--- config.mk ---
export PLATFORM = sky130hd
export DESIGN_NAME = uart_rx_byte
export DESIGN_NICKNAME = d
export VERILOG_FILES = /design/src/rtl/uart_rx_byte.sv
export SDC_FILE = /design/constraint.sdc
export NUM_CORES = 1
export LEC_CHECK = 0
export ABC_AREA = 1
export BUFFER_PORTS_ARGS = -buffer_cell sky130_fd_sc_hd__buf_2
export CORE_ASPECT_RATIO = 0.7
export CORE_MARGIN = 2
export CORE_UTILIZATION = 49
export CTS_BUF_LIST = sky130_fd_sc_hd__clkbuf_2
export DETAILED_ROUTE_END_ITERATION = 10
export PLACE_DENSITY = 0.68
export SLEW_MARGIN = 20
export SYNTH_ARGS = -nofsm -noshare
export SYNTH_HDL_FRONTEND = slang
export SYNTH_SLANG_ARGS = --single-unit
export TNS_END_PERCENT = 1
--- constraint.sdc ---
create_clock -name clkMem -period 2.33 [get_ports clkMem]
set_clock_uncertainty 0.1 [all_clocks]
set_input_delay 0.5825 -clock clkMem [delete_from_list [all_inputs] [get_ports clkMem]]
set_output_delay 0.5825 -clock clkMem [all_outputs]
set_load 0.02 [all_outputs]
--- src/rtl/uart_rx_byte.sv ---
// 8N1 serial receiver for the program-load path: synchronizes rxd, deframes
// LSB-first characters and strobes each good byte out on progData/progValid.
module uart_rx_byte #(
  parameter int CLKS_PER_BIT = 868
) (
  input  logic       clkMem,
  input  logic       rst,
  input  logic       rxd,
  input  logic       rxEn,
  output logic [7:0] progData,
  output logic       progValid,
  output logic       frameErr,
  output logic       busy
);

  // state | meaning
  // IDLE  | waiting for a falling edge on the synchronized line
  // START | counting to the middle of the start bit, then confirming it is low
  // DATA  | sampling the 8 data bits at mid-bit, LSB first
  // STOP  | sampling the stop bit; high delivers the byte, low flags a framing error

  localparam int CW = (CLKS_PER_BIT > 1) ? $clog2(CLKS_PER_BIT) : 1;
  localparam logic [CW-1:0] HALF_TC = CW'(CLKS_PER_BIT / 2 - 1);
  localparam logic [CW-1:0] BIT_TC  = CW'(CLKS_PER_BIT - 1);

  typedef enum logic [1:0] {IDLE, START, DATA, STOP} state_t;

  state_t        state;
  logic          rxMeta;
  logic          rxs;
  logic          rxq;
  logic [CW-1:0] cnt;
  logic [2:0]    bitIdx;
  logic [7:0]    shiftReg;
  logic          fallEdge;

  assign fallEdge = rxq & ~rxs;
  assign busy     = (state != IDLE);

  always_ff @(posedge clkMem) begin
    if (rst) begin
      rxMeta    <= 1'b1;
      rxs       <= 1'b1;
      rxq       <= 1'b1;
      state     <= IDLE;
      cnt       <= '0;
      bitIdx    <= '0;
      shiftReg  <= '0;
      progData  <= '0;
      progValid <= 1'b0;
      frameErr  <= 1'b0;
    end else begin
      rxMeta    <= rxd;
      rxs       <= rxMeta;
      rxq       <= rxs;
      progValid <= 1'b0;
      frameErr  <= 1'b0;

      if (!rxEn) begin
        // Disabling mid-frame drops the partial character silently
        state  <= IDLE;
        cnt    <= '0;
        bitIdx <= '0;
      end else begin
        case (state)
          IDLE: begin
            if (fallEdge) begin
              state <= START;
              cnt   <= '0;
            end
          end

          START: begin
            if (cnt == HALF_TC) begin
              cnt <= '0;
              if (!rxs) begin
                state  <= DATA;
                bitIdx <= '0;
              end else begin
                state <= IDLE;
              end
            end else begin
              cnt <= cnt + 1'b1;
            end
          end

          DATA: begin
            if (cnt == BIT_TC) begin
              cnt      <= '0;
              shiftReg <= {rxs, shiftReg[7:1]};
              bitIdx   <= bitIdx + 3'd1;
              if (bitIdx == 3'd7) state <= STOP;
            end else begin
              cnt <= cnt + 1'b1;
            end
          end

          STOP: begin
            if (cnt == BIT_TC) begin
              // Back to IDLE while the strobe is high so a zero-idle next start is caught
              cnt   <= '0;
              state <= IDLE;
              if (rxs) begin
                progData  <= shiftReg;
                progValid <= 1'b1;
              end else begin
                frameErr <= 1'b1;
              end
            end else begin
              cnt <= cnt + 1'b1;
            end
          end

          default: begin
            state <= IDLE;
            cnt   <= '0;
          end
        endcase
      end
    end
  end

endmodule

# Yosys cells after proc, flatten, opt, wreduce, memory -nomap -nowiden
# Cells that the tools add are included.
# Widths: inputs -> output; s select.
# totals
regBits,36
inputBits,4
output_inout_bits,11
elab_cells,56
# classes
addsub,2
eq_ne,12
mux,17
n_bitwise,5
reduce_logical,10
# ops
cell,n
$mux 10,3
$pmux 10 s3,1
$mux 2,6
$ne 2x2->1 const B,6
$add 10x1->10 const B,1
$eq 10x10->1 const B,1
$eq 10x9->1 const B,1
$mux 3,3
$pmux 2 s4,1
$reduce_and 4->1,2
$pmux 3 s2,1
$reduce_and 5->1,1
$eq 2x2->1 const B,2
$not 1->1,4
$reduce_bool 2->1,2
$reduce_or 2->1,2
$reduce_or 4->1,1
$add 3x1->3 const B,1
$eq 3x3->1 const B,1
$reduce_and 3->1,1
$eq 2x1->1 const B,1
$logic_not 2->1,1
$mux 1,2
$and 1x1->1,1

# Longest topological paths before layout
# Gate-level depths: netlist of run 1.
# depth
depth_word,4
mapped_depth,11

# Least setup slack after synthesis of run 1
# No wires, ideal clock.
# synth_path
path_kind,flip-flop to flip-flop
start,reg cnt[0]
end,reg shiftReg[5]
setup_ns,0.119
t_arrival_ns,1.373
required_time_ns,2.111
setup_slack_ns,0.738
path_stages_with_launch,8
period_less_slack_ns,1.592
cell_sequence,dfxtp_1 > ha_1 > nand3_1 > nor2_4 > nand3_2 > buf_2 > o21ai_1 > a21oi_1
# synth_via
elab_chain_cells,2
# synth_lines
item,line_no,rtl
from (decl),32,logic [CW-1:0] cnt;
from (signal assigned),83,cnt <= cnt + 1'b1;
from (signal assigned),94,cnt <= cnt + 1'b1;
from (signal assigned),110,cnt <= cnt + 1'b1;
$eq 10x10->1,88,if (cnt == BIT_TC) begin
$reduce_and 3->1 (no line),n/a,
to (signal assigned),90,"shiftReg <= {rxs, shiftReg[7:1]};"
to (decl),34,logic [7:0] shiftReg;
# Every way passes these cells.
# A chain may end at the register's enable or synchronous reset.

==> results of run 1 <==
-- layout by cell type (no fill, tap or decap), drive strengths merged --
master  netlist  final
clkinv        0      2
a21oi        21     21
o21ai        12     12
xor2          1      1
o211ai        1      1
nor3          2      2
clkbuf        0      5
buf           4     15
nand3        13     13
ha            4      4
xnor2         2      2
inv          40     40
nand4         3      3
nor2         39     39
bufinv        0      1
or2           3      3
nand2        69     69
dfxtp        36     36
-- metrics by stage --
step | utilization [%] | cells | total power [mW] | hold WS [ns]
after global routing | 58.2 | 316 | 1.09 | 0.232
after CTS | 58.2 | 316 | 1.05 | 0.252
after global placement | 56.3 | 308 | 0.674 | 0.293
final | 58.2 | 316 | 1.04 | 0.264
after detailed placement | 56.3 | 308 | 0.674 | 0.295
after floorplan | - | 250 | 0.661 | 0.289
-- path summary, 6_finish.rpt --
path	slack, ns	endpoint
hold / removal	0.26	rxMeta$_SDFF_PP1_
setup / recovery	0.45	busy
setup reg to reg	0.50	shiftReg[3]$_SDFFE_PP0P_
hold reg to reg	0.34	rxs$_SDFF_PP1_
-- cells in the mapped netlist --
| master | number | share of area (%) |
|---|---|---|
| nor2_1 | 36 | 7.9 |
| nand2_1 | 65 | 14 |
| o211ai_1 | 1 | 0.44 |
| inv_1 | 36 | 7.9 |
| nand4_4 | 1 | 1.2 |
| o21ai_1 | 3 | 0.88 |
| a21oi_1 | 21 | 6.1 |
| nor2_4 | 1 | 0.66 |
| xor2_1 | 1 | 0.51 |
| nand3_1 | 12 | 3.5 |
| nor3_1 | 2 | 0.59 |
| o21ai_0 | 8 | 2.3 |
| dfxtp_1 | 36 | 42 |
| nand2_2 | 4 | 1.5 |
| xnor2_1 | 2 | 1.0 |
| buf_6 | 1 | 0.66 |
| ha_1 | 4 | 2.9 |
| inv_2 | 4 | 0.88 |
| nand3_2 | 1 | 0.59 |
| buf_2 | 3 | 0.88 |
| o21ai_2 | 1 | 0.51 |
| nor2_2 | 2 | 0.73 |
| or2_2 | 3 | 1.1 |
| nand4_1 | 2 | 0.73 |
-- routing by layer --
layer  up-vias  global-route usage (%)
li1        809                       -
met5         -                       0
met4         0                    8.33
met1       598                    31.3
met2        28                    24.0
met3         8                    5.90
-- kinds of logic after synthesis --
family	after synthesis	synth area share (%)
xor+xnor	3	1.54
flops	36	42.1
compound gates	34	10.3
buf+inv	44	10.3
simple gates	129	32.8
fa+ha+maj	4	2.93
-- power by group through the flow --
| stage | Combinational (mW) | Clock (mW) | Sequential, mW |
|---|---|---|---|
| floorplan | 0.0271 | 0 | 0.634 |
| finish | 0.0402 | 0.380 | 0.622 |
| global route | 0.0466 | 0.419 | 0.623 |
| detailed placement | 0.0397 | 0 | 0.635 |
| global placement | 0.0400 | 0 | 0.634 |
| CTS | 0.0402 | 0.390 | 0.622 |
-- state kept, by name, summed over array words and instances (netlist names), named ones only --
signal and flops:
bitIdx 3, cnt 10, frameErr 1, progData 8, progValid 1, rxMeta 1, rxq 1, rxs 1
shiftReg 8, state 1
-- worst reg2reg max path, delay by kind of cell, from the launching register on --
family	cells	cell delay, ns
simple gates	3	0.65
flops	1	0.44
compound gates	2	0.30
fa+ha+maj	1	0.27
-- area by class of cell --
class | instances | area [sq um]
Clock buffer | 5 | 25.0
Clock inverter | 3 | 37.5
Fill cell | 341 | 1350
Inverter | 40 | 150
Multi-Input combinational cell | 170 | 813
Sequential cell | 36 | 721
Tap cell | 47 | 58.8
Timing Repair Buffer | 15 | 77.6
==> results by group, run 1 <==
Status
  – Outcome: finished clean

Synthesis
  – Mapped Area: 1710 sq um
  – Cells after Synth: 250
  – Post-synth cell types: 24
  – Mean post-synth cell area: 6.84 sq um
  – Synthesized flop and latch total: 36
  – Ys Warns: 0
  – Sequential area share after synthesis: 42.1%
  – Post-Syn Nets: 258

GRT
  – GR Util All Layers: 20.0%
  – Vias in the first global route: 1252
  – Initial antenna violation count: 0
  – Pin count of the biggest net entering global routing: 18
  – First-pass GRT wire length: 5810 um
  – Overflow after GRT: 0

STA
  – Min cycle time layout: 1.88 ns
  – Slew @ Worst Pin: 0.459 ns
  – Fin crit share: 80.7%
  – Final setup vio count: 0
  – Worst Setup Slack, final: 0.449 ns
  – Slew headroom: 69.4%
  – Fmax achieved: 0.532 GHz
  – Sum of negative setup slack: 0 ns
  – RSZ-0062 raised after global routing: no
  – Slew Viols, Final: 0
  – Hold Vio Cnt, Final: 0

CTS
  – Root Buffer: clkbuf_2
  – Setup Buffers After CTS: 0
  – Post-CTS sizing: 0
  – CTS Hold Bufs: 0
  – Worst-Skew Late Latency: 0.38 ns
  – CTS tree: done
  – Clock buffer depth: 2
  – CTS buffer count: 5
  – CTS clock-pin slew for the worst setup and hold paths: 0.18 ns
  – Htree depth: 2
  – Num Clock Sinks: 36

Power
  – Clock Power Share: 36.5%
  – P per Cell Area: 554 nW/um^2
  – Psw: 237 uW
  – Flop pwr share: 59.7%
  – Leakage power: 0.885 nW
  – Max IR drop VDD: 0.375 mV
  – Internal power: 806 uW
  – Switching share of power: 22.7%
  – Comb pwr share: 3.9%

Run
  – Maxcap violations: 0

Die
  – Core area: 3230 sq um
  – Initial core utilization: 52.9%
  – Die Width: 74.6 um
  – Number of primary I/O pins: 15
  – DIE AREA: 3990 sq um
  – FP Rows: 17
  – Die height: 53.4 um

Setup path
  – Delay-heaviest family, CP: flip-flops
  – Max stage delay cell, worst path: dfxtp_1
  – CP Launch Type: flip-flop
  – CP Class: flip-flop to output port
  – Max FO, Critical Path: 7
  – CP Cell Sequence: nor2_1 -> inv_1 -> buf_2
  – Buf/Inv on CP: 2
  – Critical path required time: 1.65 ns
  – Worst setup EP type: output port
  – Cell count along the critical path: 3
  – Crit-path max cell delay: 0.50 ns
  – WP data arrival: 1.20 ns
  – R2R Path Start: cnt[0]$_SDFFE_PP0P_
  – FF-to-FF path depth: 6

Route
  – Via density per instance: 4.57
  – Top layer in use: met4
  – Vias: 1443
  – WL/cell: 10.6 um
  – Met2 wire len: 1140 um
  – Routed WL: 3340 um
  – Antenna Nets Post-Route: 0
  – Drc violations: 0
  – Met3 WL post-DR: 153 um
  – Drt first-iter violations: 112
  – Met1 Wirelength: 2000 um
  – Drt pass-1 iters: 4

Min path
  – Hold path startpoint: rxd
  – Hold Path Stages: 2
  – Hold WC Path Type: primary input to flip-flop

Placed design
  – Place WS: 0.521 ns
  – Area post-placement: 1820 sq um
  – Post-DP HPWL: 2350 um
  – Final GP Congestion: 0.881
  – PortBufs: 14

Final layout
  – Fin area: 1880 sq um
  – Final nets: 276
  – Area grow syn2layout: 10.1%
  – Share of cells above drive strength 1: 14.1%
  – ANT cells: 0
Note: power is estimated with default switching activity, not from simulation.
==> run 2: changes to the inputs <==
==> constraint.sdc (replaced) <==
create_clock -name clkMem -period 1.87 [get_ports clkMem]
set_clock_uncertainty 0.1 [all_clocks]
set_input_delay 0.4675 -clock clkMem [delete_from_list [all_inputs] [get_ports clkMem]]
set_output_delay 0.4675 -clock clkMem [all_outputs]
set_load 0.02 [all_outputs]
==> run 2 against run 1 <==
Clock power fell by 15%. Count of clock-buffer cells in the layout rose by 1. Global-route usage fell by 1.6 points. Register-to-register slack lost 0.35 ns. Total power is 10% higher. Critical path depth up 4. Combinational power is 28% higher. Non-clock buffer count stayed put. Wire length down 1.6%. Sequential share of layout area increased by 0.27 points.
==> results by group, run 2 (synthesized netlist as in run 1, its figures left out) <==
Status
  – Outcome: finished clean

Placed design
  – Dpl cells: 308
  – PortBufs: 14
  – Final GP Congestion: 0.898
  – Post-DP HPWL: 2330 um
  – Area post-placement: 1820 sq um

Final layout
  – Regs by FF count: cnt: 10 flops, progData: 8 flops, shiftReg: 8 flops
  – Share of cells above drive strength 1: 16.0%
  – Most common cell after layout, fill and taps aside: nand2_1
  – Fin area: 1880 sq um
  – Area grow syn2layout: 10.1%
  – Final nets: 277
  – Utilization after layout: 58.2%
  – ANT cells: 0
  – Number of flip-flops in the largest register: 10
  – Final std cells w/o fill: 316
  – Largest Register: cnt
  – Most frequent cells in the layout: nand2_1, nor2_1, inv_1

Route
  – Routed WL: 3290 um
  – Drt pass-1 iters: 4
  – WL/cell: 10.4 um
  – Vias: 1482
  – Drt first-iter violations: 92
  – Drc violations: 0
  – Via density per instance: 4.69
  – Antenna Nets Post-Route: 0

Setup path
  – CP Class: flip-flop to flip-flop
  – CP Launch Type: flip-flop
  – CP Cell Sequence: ha_2 -> nand3_1 -> nor2_4 -> nand4_2 -> nand2_1 -> nand2_1 -> nor2_1
  – Critical path required time: 2.09 ns
  – Max FO, Critical Path: 8
  – WP data arrival: 1.93 ns
  – Worst setup EP type: flip-flop
  – Crit-path max cell delay: 0.39 ns
  – Critical Path Most Common Cell: nand2_1
  – Max stage delay cell, worst path: dfxtp_4

CTS
  – Num Clock Sinks: 36
  – Clock buffer depth: 2
  – Worst-Skew Late Latency: 0.36 ns
  – Htree depth: 2
  – Root Buffer: clkbuf_2
  – CTS clock-pin slew for the worst setup and hold paths: 0.16 ns
  – CTS buffer count: 5
  – CTS tree: done
  – CTS Hold Bufs: 0

STA
  – Fin crit share: 91.8%
  – Final setup vio count: 0
  – RSZ-0062 raised after global routing: no
  – Sum of negative setup slack: 0 ns
  – Slew headroom: 70.0%
  – Slew @ Worst Pin: 0.449 ns
  – Hold Vio Cnt, Final: 0
  – Fmax achieved: 0.583 GHz
  – Min cycle time layout: 1.72 ns
  – Slew Viols, Final: 0

GRT
  – Pin count of the biggest net entering global routing: 18
  – Vias in the first global route: 1232
  – Initial antenna violation count: 0
  – First-pass GRT wire length: 5530 um
  – GR Util All Layers: 18.3%
  – Overflow after GRT: 0

Die
  – Initial core utilization: 52.9%
  – Die height: 53.4 um
  – Core area: 3230 sq um
  – FP Rows: 17
  – Number of primary I/O pins: 15
  – Die Width: 74.6 um
  – DIE AREA: 3990 sq um

Power
  – P per Cell Area: 609 nW/um^2
  – Max IR drop VDD: 0.512 mV
  – Leakage power: 0.894 nW
  – Pwr Total: 1.15 mW

Run
  – Maxcap violations: 0

Min path
  – Hold WC Path Type: primary input to flip-flop
-- run 2: changes by cell type in the layout (fill, tap and decap cells not counted) --
cell and delta:
ha_2 +1, clkinv_1 -2, bufinv_16 -1, nand3_2 -1, dfxtp_4 +1, dfxtp_2 +1, clkinv_2 +1, nand4_2 +1
dfxtp_1 -2, clkbuf_2 +1, nand3_4 +1, ha_1 -1
-- run 2: stage by stage --
stage / setup WS, ns / hold WS (ns)
after floorplan: 0.278 / 0.289
after global placement: 0.148 / 0.290
after detailed placement: 0.0728 / 0.293
after CTS: 0.0570 / 0.181
after global routing: 0.00217 / 0.165
final: 0.154 / 0.182
-- run 2: final timing paths --
check | start | to | slack [ns] | cells after the start
min reg2reg | rxMeta$_SDFF_PP1_ | rxs$_SDFF_PP1_ | 0.33 | 1
min | rxd | rxMeta$_SDFF_PP1_ | 0.18 | 2
max reg2reg | cnt[0]$_SDFFE_PP0P_ | progData[2]$_SDFFE_PP0P_ | 0.15 | 7
max | cnt[0]$_SDFFE_PP0P_ | progData[2]$_SDFFE_PP0P_ | 0.15 | 7
-- run 2: layout make-up --
class / instances / area [sq um]
clock inverters: 1 / 5.00
well taps: 47 / 58.8
repair buffers: 15 / 77.6
inverters: 40 / 150
flip-flops and latches: 36 / 726
multi-input cells: 171 / 836
clock buffers: 6 / 30.0
fillers: 320 / 1350
-- run 2: timing repair --
action | 4_1_cts | 5_1_grt
buffers inserted | 0 | 0
setup endpoints to repair | 0 | 21
resized for setup | 0 | 5
-- run 2: worst max-delay path: cells and delay by family, from the launching register on --
kind | cells | cell delay, ns
adders and majority gates | 1 | 0.22
DFF | 1 | 0.39
and+or+nand+nor | 6 | 0.98
-- run 2: routing by layer --
layer	global-route usage [%]	wire length (um)	up-vias
met3	5.14	158	2
met2	23.9	1140	38
li1	-	-	821
met5	0	0	-
met1	28.0	1980	621
met4	6.25	8	0
-- run 2: power by group --
part	switching (mW)	internal, mW	leakage [nW]	total, mW
clock network	0.233	0.0893	0.0288	0.322
registers	0.00353	0.770	0.292	0.774
logic	0.0368	0.0145	0.573	0.0513
